==> config.mk <==
export PLATFORM = sky130hd
export DESIGN_NAME = ets_check_sequencer
export DESIGN_NICKNAME = d
export VERILOG_FILES = /design/src/rtl/ets_check_sequencer.sv
export SDC_FILE = /design/constraint.sdc
export NUM_CORES = 1
export LEC_CHECK = 0
export BUFFER_PORTS_ARGS = -buffer_cell sky130_fd_sc_hd__buf_2
export CELL_PAD_IN_SITES_DETAIL_PLACEMENT = 1
export CELL_PAD_IN_SITES_GLOBAL_PLACEMENT = 2
export CORE_UTILIZATION = 44
export DETAILED_ROUTE_END_ITERATION = 7
export PLACE_DENSITY = 0.85
export REMOVE_ABC_BUFFERS = 1
export SYNTH_ARGS = -nofsm -noshare
export SYNTH_HDL_FRONTEND = slang
export SYNTH_SLANG_ARGS = --single-unit
==> constraint.sdc <==
create_clock -name clk -period 5.8 [get_ports clk]
set_input_delay 1.16 -clock clk [delete_from_list [all_inputs] [get_ports clk]]
set_output_delay 1.16 -clock clk [all_outputs]
set_load 0.02 [all_outputs]
==> src/rtl/ets_check_sequencer.sv <==
// ets_check_sequencer: buffers retired-instruction timing events in a FIFO,
// looks up each event's signature, drives the timing comparator one event at
// a time, keeps saturating statistics and a sticky alert on repeated anomalies.
// Optional macro ETS_LOOKUP_TIMEOUT_EN adds a lookup timeout of TIMEOUT cycles.
// Handshake: an event transfers on a clock edge where evt_valid && evt_ready;
// sig_req is a level held until the cycle sig_valid is sampled high.
module ets_check_sequencer #(
  parameter int unsigned DEPTH        = 8,
  parameter int unsigned CLASS_W      = 6,
  parameter int unsigned ALERT_THRESH = 4,
  parameter int unsigned TIMEOUT      = 16
) (
  input  logic               clk,
  input  logic               rst_n,
  input  logic               monitor_enable,
  input  logic               evt_valid,
  output logic               evt_ready,
  input  logic [CLASS_W-1:0] evt_class,
  input  logic [31:0]        evt_cycles,
  output logic               sig_req,
  output logic [CLASS_W-1:0] sig_addr,
  input  logic               sig_valid,
  input  logic               sig_hit,
  output logic               cmp_enable,
  output logic [31:0]        cmp_actual,
  input  logic               cmp_anomaly,
  input  logic               cmp_too_slow,
  input  logic               cmp_too_fast,
  output logic               alert,
  input  logic               alert_clear,
  output logic [15:0]        anomaly_count,
  output logic [31:0]        checked_count,
  output logic [15:0]        miss_count,
  output logic               last_slow,
  output logic               last_fast,
  output logic               busy,
  output logic [1:0]         dbg_state
);
  localparam int unsigned AW = $clog2(DEPTH);
  localparam logic [7:0] THRESH = 8'(ALERT_THRESH);

  typedef enum logic [1:0] {
    S_IDLE    = 2'd0,
    S_LOOKUP  = 2'd1,
    S_COMPARE = 2'd2,
    S_RESULT  = 2'd3
  } state_e;

  state_e             state_q, state_d;
  logic [CLASS_W-1:0] fifo_cls_q [DEPTH];
  logic [31:0]        fifo_cyc_q [DEPTH];
  logic [AW:0]        wr_ptr_q, rd_ptr_q;
  logic               full, empty, push, pop;
  logic [CLASS_W-1:0] class_q;
  logic [31:0]        cycles_q;
  logic               result_fire, miss_fire, tmo_hit;
  logic [7:0]         consec_q, consec_d;
  logic               alert_q, alert_d;
  logic [15:0]        anomaly_q, miss_q;
  logic [31:0]        checked_q;
  logic               last_slow_q, last_fast_q;

  // Extra wrap bit distinguishes full from empty when the indices match.
  assign empty = (wr_ptr_q == rd_ptr_q);
  assign full  = (wr_ptr_q[AW] != rd_ptr_q[AW]) &&
                 (wr_ptr_q[AW-1:0] == rd_ptr_q[AW-1:0]);

  // While disabled, events are swallowed so the core never stalls on us.
  assign evt_ready = monitor_enable ? !full : 1'b1;
  assign push      = monitor_enable && evt_valid && !full;
  assign pop       = monitor_enable && (state_q == S_IDLE) && !empty;

  // FIFO storage needs no reset: occupancy is tracked by the pointers.
  always_ff @(posedge clk) begin
    if (push) begin
      fifo_cls_q[wr_ptr_q[AW-1:0]] <= evt_class;
      fifo_cyc_q[wr_ptr_q[AW-1:0]] <= evt_cycles;
    end
  end

  // FIFO pointers; disabling the monitor flushes all queued events.
  always_ff @(posedge clk or negedge rst_n) begin
    if (!rst_n) begin
      wr_ptr_q <= '0;
      rd_ptr_q <= '0;
    end else if (!monitor_enable) begin
      rd_ptr_q <= wr_ptr_q;
    end else begin
      if (push) wr_ptr_q <= wr_ptr_q + 1'b1;
      if (pop)  rd_ptr_q <= rd_ptr_q + 1'b1;
    end
  end

  // Holding registers for the event under check.
  always_ff @(posedge clk or negedge rst_n) begin
    if (!rst_n) begin
      class_q  <= '0;
      cycles_q <= '0;
    end else if (pop) begin
      class_q  <= fifo_cls_q[rd_ptr_q[AW-1:0]];
      cycles_q <= fifo_cyc_q[rd_ptr_q[AW-1:0]];
    end
  end

`ifdef ETS_LOOKUP_TIMEOUT_EN
  localparam int unsigned TW = $clog2(TIMEOUT + 1);
  localparam logic [TW-1:0] TMO_LAST = TW'(TIMEOUT - 1);
  logic [TW-1:0] timer_q;

  assign tmo_hit = (state_q == S_LOOKUP) && (timer_q == TMO_LAST);

  // Lookup timer: zero outside LOOKUP, counts LOOKUP cycles.
  always_ff @(posedge clk or negedge rst_n) begin
    if (!rst_n)                    timer_q <= '0;
    else if (state_q != S_LOOKUP)  timer_q <= '0;
    else if (!tmo_hit)             timer_q <= timer_q + 1'b1;
  end
`else
  assign tmo_hit = 1'b0;
`endif

  // State register.
  always_ff @(posedge clk or negedge rst_n) begin
    if (!rst_n) state_q <= S_IDLE;
    else        state_q <= state_d;
  end

  // Next-state logic; sig_valid wins over a coincident timeout.
  always_comb begin
    state_d     = state_q;
    result_fire = 1'b0;
    miss_fire   = 1'b0;
    case (state_q)
      S_IDLE:    if (pop) state_d = S_LOOKUP;
      S_LOOKUP: begin
        if (sig_valid) begin
          if (sig_hit) begin
            state_d = S_COMPARE;
          end else begin
            state_d   = S_IDLE;
            miss_fire = 1'b1;
          end
        end else if (tmo_hit) begin
          state_d   = S_IDLE;
          miss_fire = 1'b1;
        end
      end
      S_COMPARE: state_d = S_RESULT;
      S_RESULT: begin
        state_d     = S_IDLE;
        result_fire = 1'b1;
      end
      default:   state_d = S_IDLE;
    endcase
    // An in-flight event is abandoned without touching statistics.
    if (!monitor_enable) begin
      state_d     = S_IDLE;
      result_fire = 1'b0;
      miss_fire   = 1'b0;
    end
  end

  // Consecutive-anomaly tracking and sticky alert; setting beats clearing.
  always_comb begin
    consec_d = consec_q;
    alert_d  = alert_q;
    if (alert_clear) begin
      consec_d = '0;
      alert_d  = 1'b0;
    end
    if (result_fire) begin
      if (cmp_anomaly) begin
        consec_d = (consec_q == 8'hFF) ? consec_q : consec_q + 8'd1;
        if (consec_d >= THRESH) alert_d = 1'b1;
      end else begin
        consec_d = '0;
      end
    end
  end

  // Statistics registers, all saturating.
  always_ff @(posedge clk or negedge rst_n) begin
    if (!rst_n) begin
      consec_q    <= '0;
      alert_q     <= 1'b0;
      anomaly_q   <= '0;
      checked_q   <= '0;
      miss_q      <= '0;
      last_slow_q <= 1'b0;
      last_fast_q <= 1'b0;
    end else begin
      consec_q <= consec_d;
      alert_q  <= alert_d;
      if (miss_fire && (miss_q != 16'hFFFF)) miss_q <= miss_q + 16'd1;
      if (result_fire) begin
        last_slow_q <= cmp_too_slow;
        last_fast_q <= cmp_too_fast;
        if (checked_q != 32'hFFFF_FFFF) checked_q <= checked_q + 32'd1;
        if (cmp_anomaly && (anomaly_q != 16'hFFFF)) anomaly_q <= anomaly_q + 16'd1;
      end
    end
  end

  assign sig_req       = (state_q == S_LOOKUP);
  assign sig_addr      = class_q;
  assign cmp_enable    = (state_q == S_COMPARE);
  assign cmp_actual    = cycles_q;
  assign alert         = alert_q;
  assign anomaly_count = anomaly_q;
  assign checked_count = checked_q;
  assign miss_count    = miss_q;
  assign last_slow     = last_slow_q;
  assign last_fast     = last_fast_q;
  assign busy          = (state_q != S_IDLE) || !empty;
  assign dbg_state     = state_q;

endmodule

==> impl_metrics.prom <==
# TYPE chip_impl_metric gauge
chip_impl_metric{name="worst_ir_drop_vdd",unit="mV"} 0.490
chip_impl_metric{name="grt_first_pass_wirelength",unit="um"} 60100
chip_impl_metric{name="drc",unit=""} 0
chip_impl_metric{name="global_route.usage.met2",unit="%"} 34.7
chip_impl_metric{name="timing.final.max_slew_violations",unit=""} 0
chip_impl_metric{name="die_height",unit="um"} 198
chip_impl_metric{name="gp_congestion",unit=""} 0.763
chip_impl_metric{name="syn-mean-instance-area",unit="sq um"} 17.1
chip_impl_info{name="synth_ff_type",value="sky130_fd_sc_hd__edfxtp_1"} 1
chip_impl_metric{name="netlist-cell-type-count",unit=""} 52
chip_impl_metric{name="slew-limit-headroom",unit="%"} 22.6
chip_impl_metric{name="hold_violations",unit=""} 0
chip_impl_metric{name="die_width",unit="um"} 198
chip_impl_metric{name="antenna-diode-count",unit=""} 0
chip_impl_metric{name="area_growth_syn_to_layout",unit="%"} 16.9
chip_impl_info{name="crit_chain",value="buf_4, xnor2_1, nand4_1, or3_1, buf_2"} 1
chip_impl_metric{name="synth_enable_flop_cells",unit=""} 304
chip_impl_metric{name="synth.yosys.seq_area_share",unit="%"} 72.0
chip_impl_info{name="worst_hold_path_type",value="flop to flop"} 1
chip_impl_metric{name="worst_path_largest_cell_delay",unit="ns"} 0.66
chip_impl_metric{name="placementRows",unit=""} 71
chip_impl_metric{name="io_pins",unit=""} 159
chip_impl_metric{name="post_route_cells_drive_above_1_share",unit="%"} 28.0
chip_impl_info{name="cts.root.buffer_cell",value="sky130_fd_sc_hd__clkbuf_16"} 1
chip_impl_metric{name="post_drt_wl_per_cell",unit="um"} 22.5
chip_impl_metric{name="met3_usage",unit="%"} 4.09
chip_impl_metric{name="grtUsageTotal",unit="%"} 20.4
chip_impl_metric{name="layout.filler_cells",unit=""} 3595
chip_impl_metric{name="synthDominantCellAreaShare",unit="%"} 53.9
chip_impl_metric{name="drt.antenna.violating_nets",unit=""} 0
chip_impl_metric{name="use_met1",unit="%"} 26.7
chip_impl_metric{name="cts_htree_levels",unit=""} 2
chip_impl_metric{name="path_buf_inv",unit=""} 2
chip_impl_info{name="worst_setup_path_end_kind",value="output pin"} 1
chip_impl_metric{name="setup_viol_count_final",unit=""} 0
chip_impl_metric{name="pwr_density_cell",unit="nW/um^2"} 445
chip_impl_metric{name="cts_inserted_buffers",unit=""} 45
chip_impl_metric{name="arrival",unit="ns"} 2.71
chip_impl_info{name="cp_slowest_cell",value="sky130_fd_sc_hd__buf_4"} 1
chip_impl_metric{name="starting_density_of_the_core",unit="%"} 44.9
chip_impl_metric{name="final.min_clock_period",unit="ns"} 3.87
chip_impl_info{name="tritoncts",value="yes"} 1
chip_impl_info{name="setup_cp_type",value="flop to output pin"} 1
chip_impl_info{name="yosysTopAreaCell",value="sky130_fd_sc_hd__edfxtp_1"} 1
chip_impl_metric{name="clk_pin_slew_worst_paths",unit="ns"} 0.06
chip_impl_metric{name="yosys_warnings",unit=""} 0
chip_impl_info{name="status",value="finished clean"} 1
chip_impl_info{name="synth_top_cells_by_area",value="sky130_fd_sc_hd__edfxtp_1, sky130_fd_sc_hd__dfrtp_1, sky130_fd_sc_hd__mux4_2, sky130_fd_sc_hd__xnor2_1, sky130_fd_sc_hd__mux2i_1"} 1
chip_impl_metric{name="crit_path_max_fanout",unit=""} 41
chip_impl_metric{name="cap_violations",unit=""} 0
chip_impl_metric{name="vias_in_the_first_global_route",unit=""} 10100
chip_impl_metric{name="syn_area",unit="sq um"} 16900
chip_impl_metric{name="worstSkewPairLatency",unit="ns"} 0.59
chip_impl_info{name="globalRoute.busiestLayer",value="met2"} 1
chip_impl_metric{name="detailedRoute.firstPassIterationCount",unit=""} 5
chip_impl_metric{name="avgViaCountPerCell",unit=""} 5.44
chip_impl_metric{name="core",unit="sq um"} 37800
chip_impl_metric{name="timing.clock.skew",unit="ns"} 0.0298
chip_impl_metric{name="placement.io_buffers",unit=""} 158
chip_impl_metric{name="ys_ff_latch",unit=""} 427
chip_impl_metric{name="tightest_slew",unit="ns"} 1.16
chip_impl_metric{name="timing.fmax",unit="MHz"} 258
chip_impl_metric{name="synthArstFlopShare",unit="%"} 28.8
chip_impl_info{name="rsz0062_at_grt",value="no"} 1
chip_impl_metric{name="routed_wirelength",unit="um"} 38600
chip_impl_metric{name="dpl.hpwl",unit="um"} 24000
chip_impl_metric{name="maximum_number_of_pins_on_one_net_before_global_route_repair",unit=""} 94
chip_impl_metric{name="drt-initial-drc-count",unit=""} 460
chip_impl_info{name="timing.critical_path.max_delay_family",value="buffers and inverters"} 1
chip_impl_metric{name="cellLeakagePower",unit="uW"} 0.00749
chip_impl_metric{name="finish.net_count",unit=""} 1226
chip_impl_metric{name="grt_overflow_total",unit=""} 0
chip_impl_metric{name="cts_hold_repair.buffers",unit=""} 0
chip_impl_metric{name="die_area",unit="sq um"} 39300
chip_impl_metric{name="postCtsSetupRepairBufs",unit=""} 0
chip_impl_metric{name="postCtsResizedCells",unit=""} 0
chip_impl_info{name="timing.critical_path.from_type",value="flop"} 1
chip_impl_metric{name="design_power_total",unit="uW"} 8820
chip_impl_metric{name="finalCritPeriodShare",unit="%"} 66.7
chip_impl_metric{name="ctsLongestPathBuffers",unit=""} 3
chip_impl_metric{name="cts_num_sinks",unit=""} 427
chip_impl_metric{name="grt_antenna_before_repair",unit=""} 0
chip_impl_metric{name="synthesis.instances",unit=""} 994
chip_impl_metric{name="final_core_utilization",unit="%"} 52.5
chip_impl_metric{name="dr_total_vias",unit=""} 9352
chip_impl_metric{name="worstPathRequired",unit="ns"} 4.64
-- worst register-to-register path, cell delays in order (launching register included) --
cell and delay (ns):
sky130_fd_sc_hd__dfrtp_2 0.34, sky130_fd_sc_hd__buf_4 0.66, sky130_fd_sc_hd__xnor2_1 0.22, sky130_fd_sc_hd__a41oi_1 0.59, sky130_fd_sc_hd__nand2_1 0.37, sky130_fd_sc_hd__nor2_4 0.62, sky130_fd_sc_hd__buf_4 0.46
-- per-layer routing --
| metal | share of wire (%) | vias to the layer above | wire, um |
|---|---|---|---|
| li1 | - | 4207 | - |
| met3 | 5.0 | 55 | 1940 |
| met1 | 43 | 4865 | 16500 |
| met5 | 0 | - | 0 |
| met2 | 50 | 225 | 19300 |
| met4 | 2.2 | 0 | 857 |
-- synth_stat cells, drive strengths merged (17+ instances only) --
| library cell | number |
|---|---|
| and3 | 18 |
| mux2i | 39 |
| dfrtp | 123 |
| nor3 | 17 |
| xnor2 | 49 |
| mux4 | 76 |
| buf | 21 |
| edfxtp | 304 |
| o21ai | 47 |
| nand3 | 40 |
| nand4 | 31 |
| clkbuf | 20 |
| nor2 | 30 |
| nand2 | 83 |
-- per-stage QoR --
stage	hold slack, ns	setup TNS [ns]	worst slack [ns]	instance area (sq um)	instances
3_5_place_dp	0.470	0	2.00	18400	1636
6_report	0.481	0	1.93	19800	1719
3_3_place_gp	0.460	0	2.14	18400	1636
4_1_cts	0.487	0	1.90	19800	1719
2_1_floorplan	0.478	-154.84	-1.28	16800	953
5_1_grt	0.507	0	1.78	19800	1719
-- kinds of logic (layout without fill, tap and decap cells) --
logic type      count (synthesis)  after routing  synth area share [%]
flops                         427            427                  72.0
simple gates                  251            251                  7.60
mux                           121            121                  12.8
compound gates                 77             77                  2.61
xor+xnor                       64             64                  3.31
buf+inv                        48            262                  1.20
fa+ha+maj                       6              6                 0.443
-- cells in the final DEF, fill, tap and decap left out, types with 11 or more instances in the layout --
cell type	instances
sky130_fd_sc_hd__xnor2_1	49
sky130_fd_sc_hd__clkbuf_1	12
sky130_fd_sc_hd__mux2i_1	39
sky130_fd_sc_hd__nand2_1	82
sky130_fd_sc_hd__o21ai_0	47
sky130_fd_sc_hd__nor2_1	24
sky130_fd_sc_hd__nand4_1	28
sky130_fd_sc_hd__mux4_2	76
sky130_fd_sc_hd__a21oi_1	11
sky130_fd_sc_hd__nor3_1	14
sky130_fd_sc_hd__xor2_1	15
sky130_fd_sc_hd__edfxtp_1	304
sky130_fd_sc_hd__buf_4	14
sky130_fd_sc_hd__clkbuf_16	45
sky130_fd_sc_hd__buf_2	157
sky130_fd_sc_hd__nand3_1	40
sky130_fd_sc_hd__dfrtp_1	120
sky130_fd_sc_hd__and3_1	18
-- flip-flops by register name, summed over array words and instances (netlist names) --
register and flops:
last_fast 1, anomaly_count 16, last_slow 1, miss_count 16, alert 1, rd_ptr_q 4
checked_count 32, consec_q 8, fifo_cls_q 48, fifo_cyc_q 256, wr_ptr_q 4, cmp_actual 32
dbg_state 2, sig_addr 6
-- report_power, final --
part           leakage (uW)  internal [uW]  total (uW)  switching [uW]
registers           0.00436           3650        3900             253
clock network      0.000709           1610        2790            1180
logic               0.00242            905        2120            1220
total               0.00749           6170        8820            2650
-- final timing paths --
path                                from           endpoint  slack [ns]  depth (start not counted)
max                          rd_ptr_q[2]               busy        1.93                          5
min                        cmp_actual[0]      cmp_actual[0]        0.48                          2
max reg2reg                  rd_ptr_q[2]   fifo_cyc_q[7][7]        2.19                          6
min reg2reg                cmp_actual[0]      cmp_actual[0]        0.48                          2
max in group asynchronous          rst_n      miss_count[8]        4.04                          2
min in group asynchronous          rst_n  checked_count[24]        0.68                          1
-- area by class of cell --
type	count	area (sq um)	share of cell area, %
clock buffers	63	1250	6.33
clock inverters	20	180	0.909
inverters	7	26.3	0.133
multi-input cells	519	4600	23.2
flip-flops and latches	427	12200	61.6
well taps	511	639	3.23
repair buffers	172	902	4.55
Note: power is estimated with default switching activity, not from simulation.
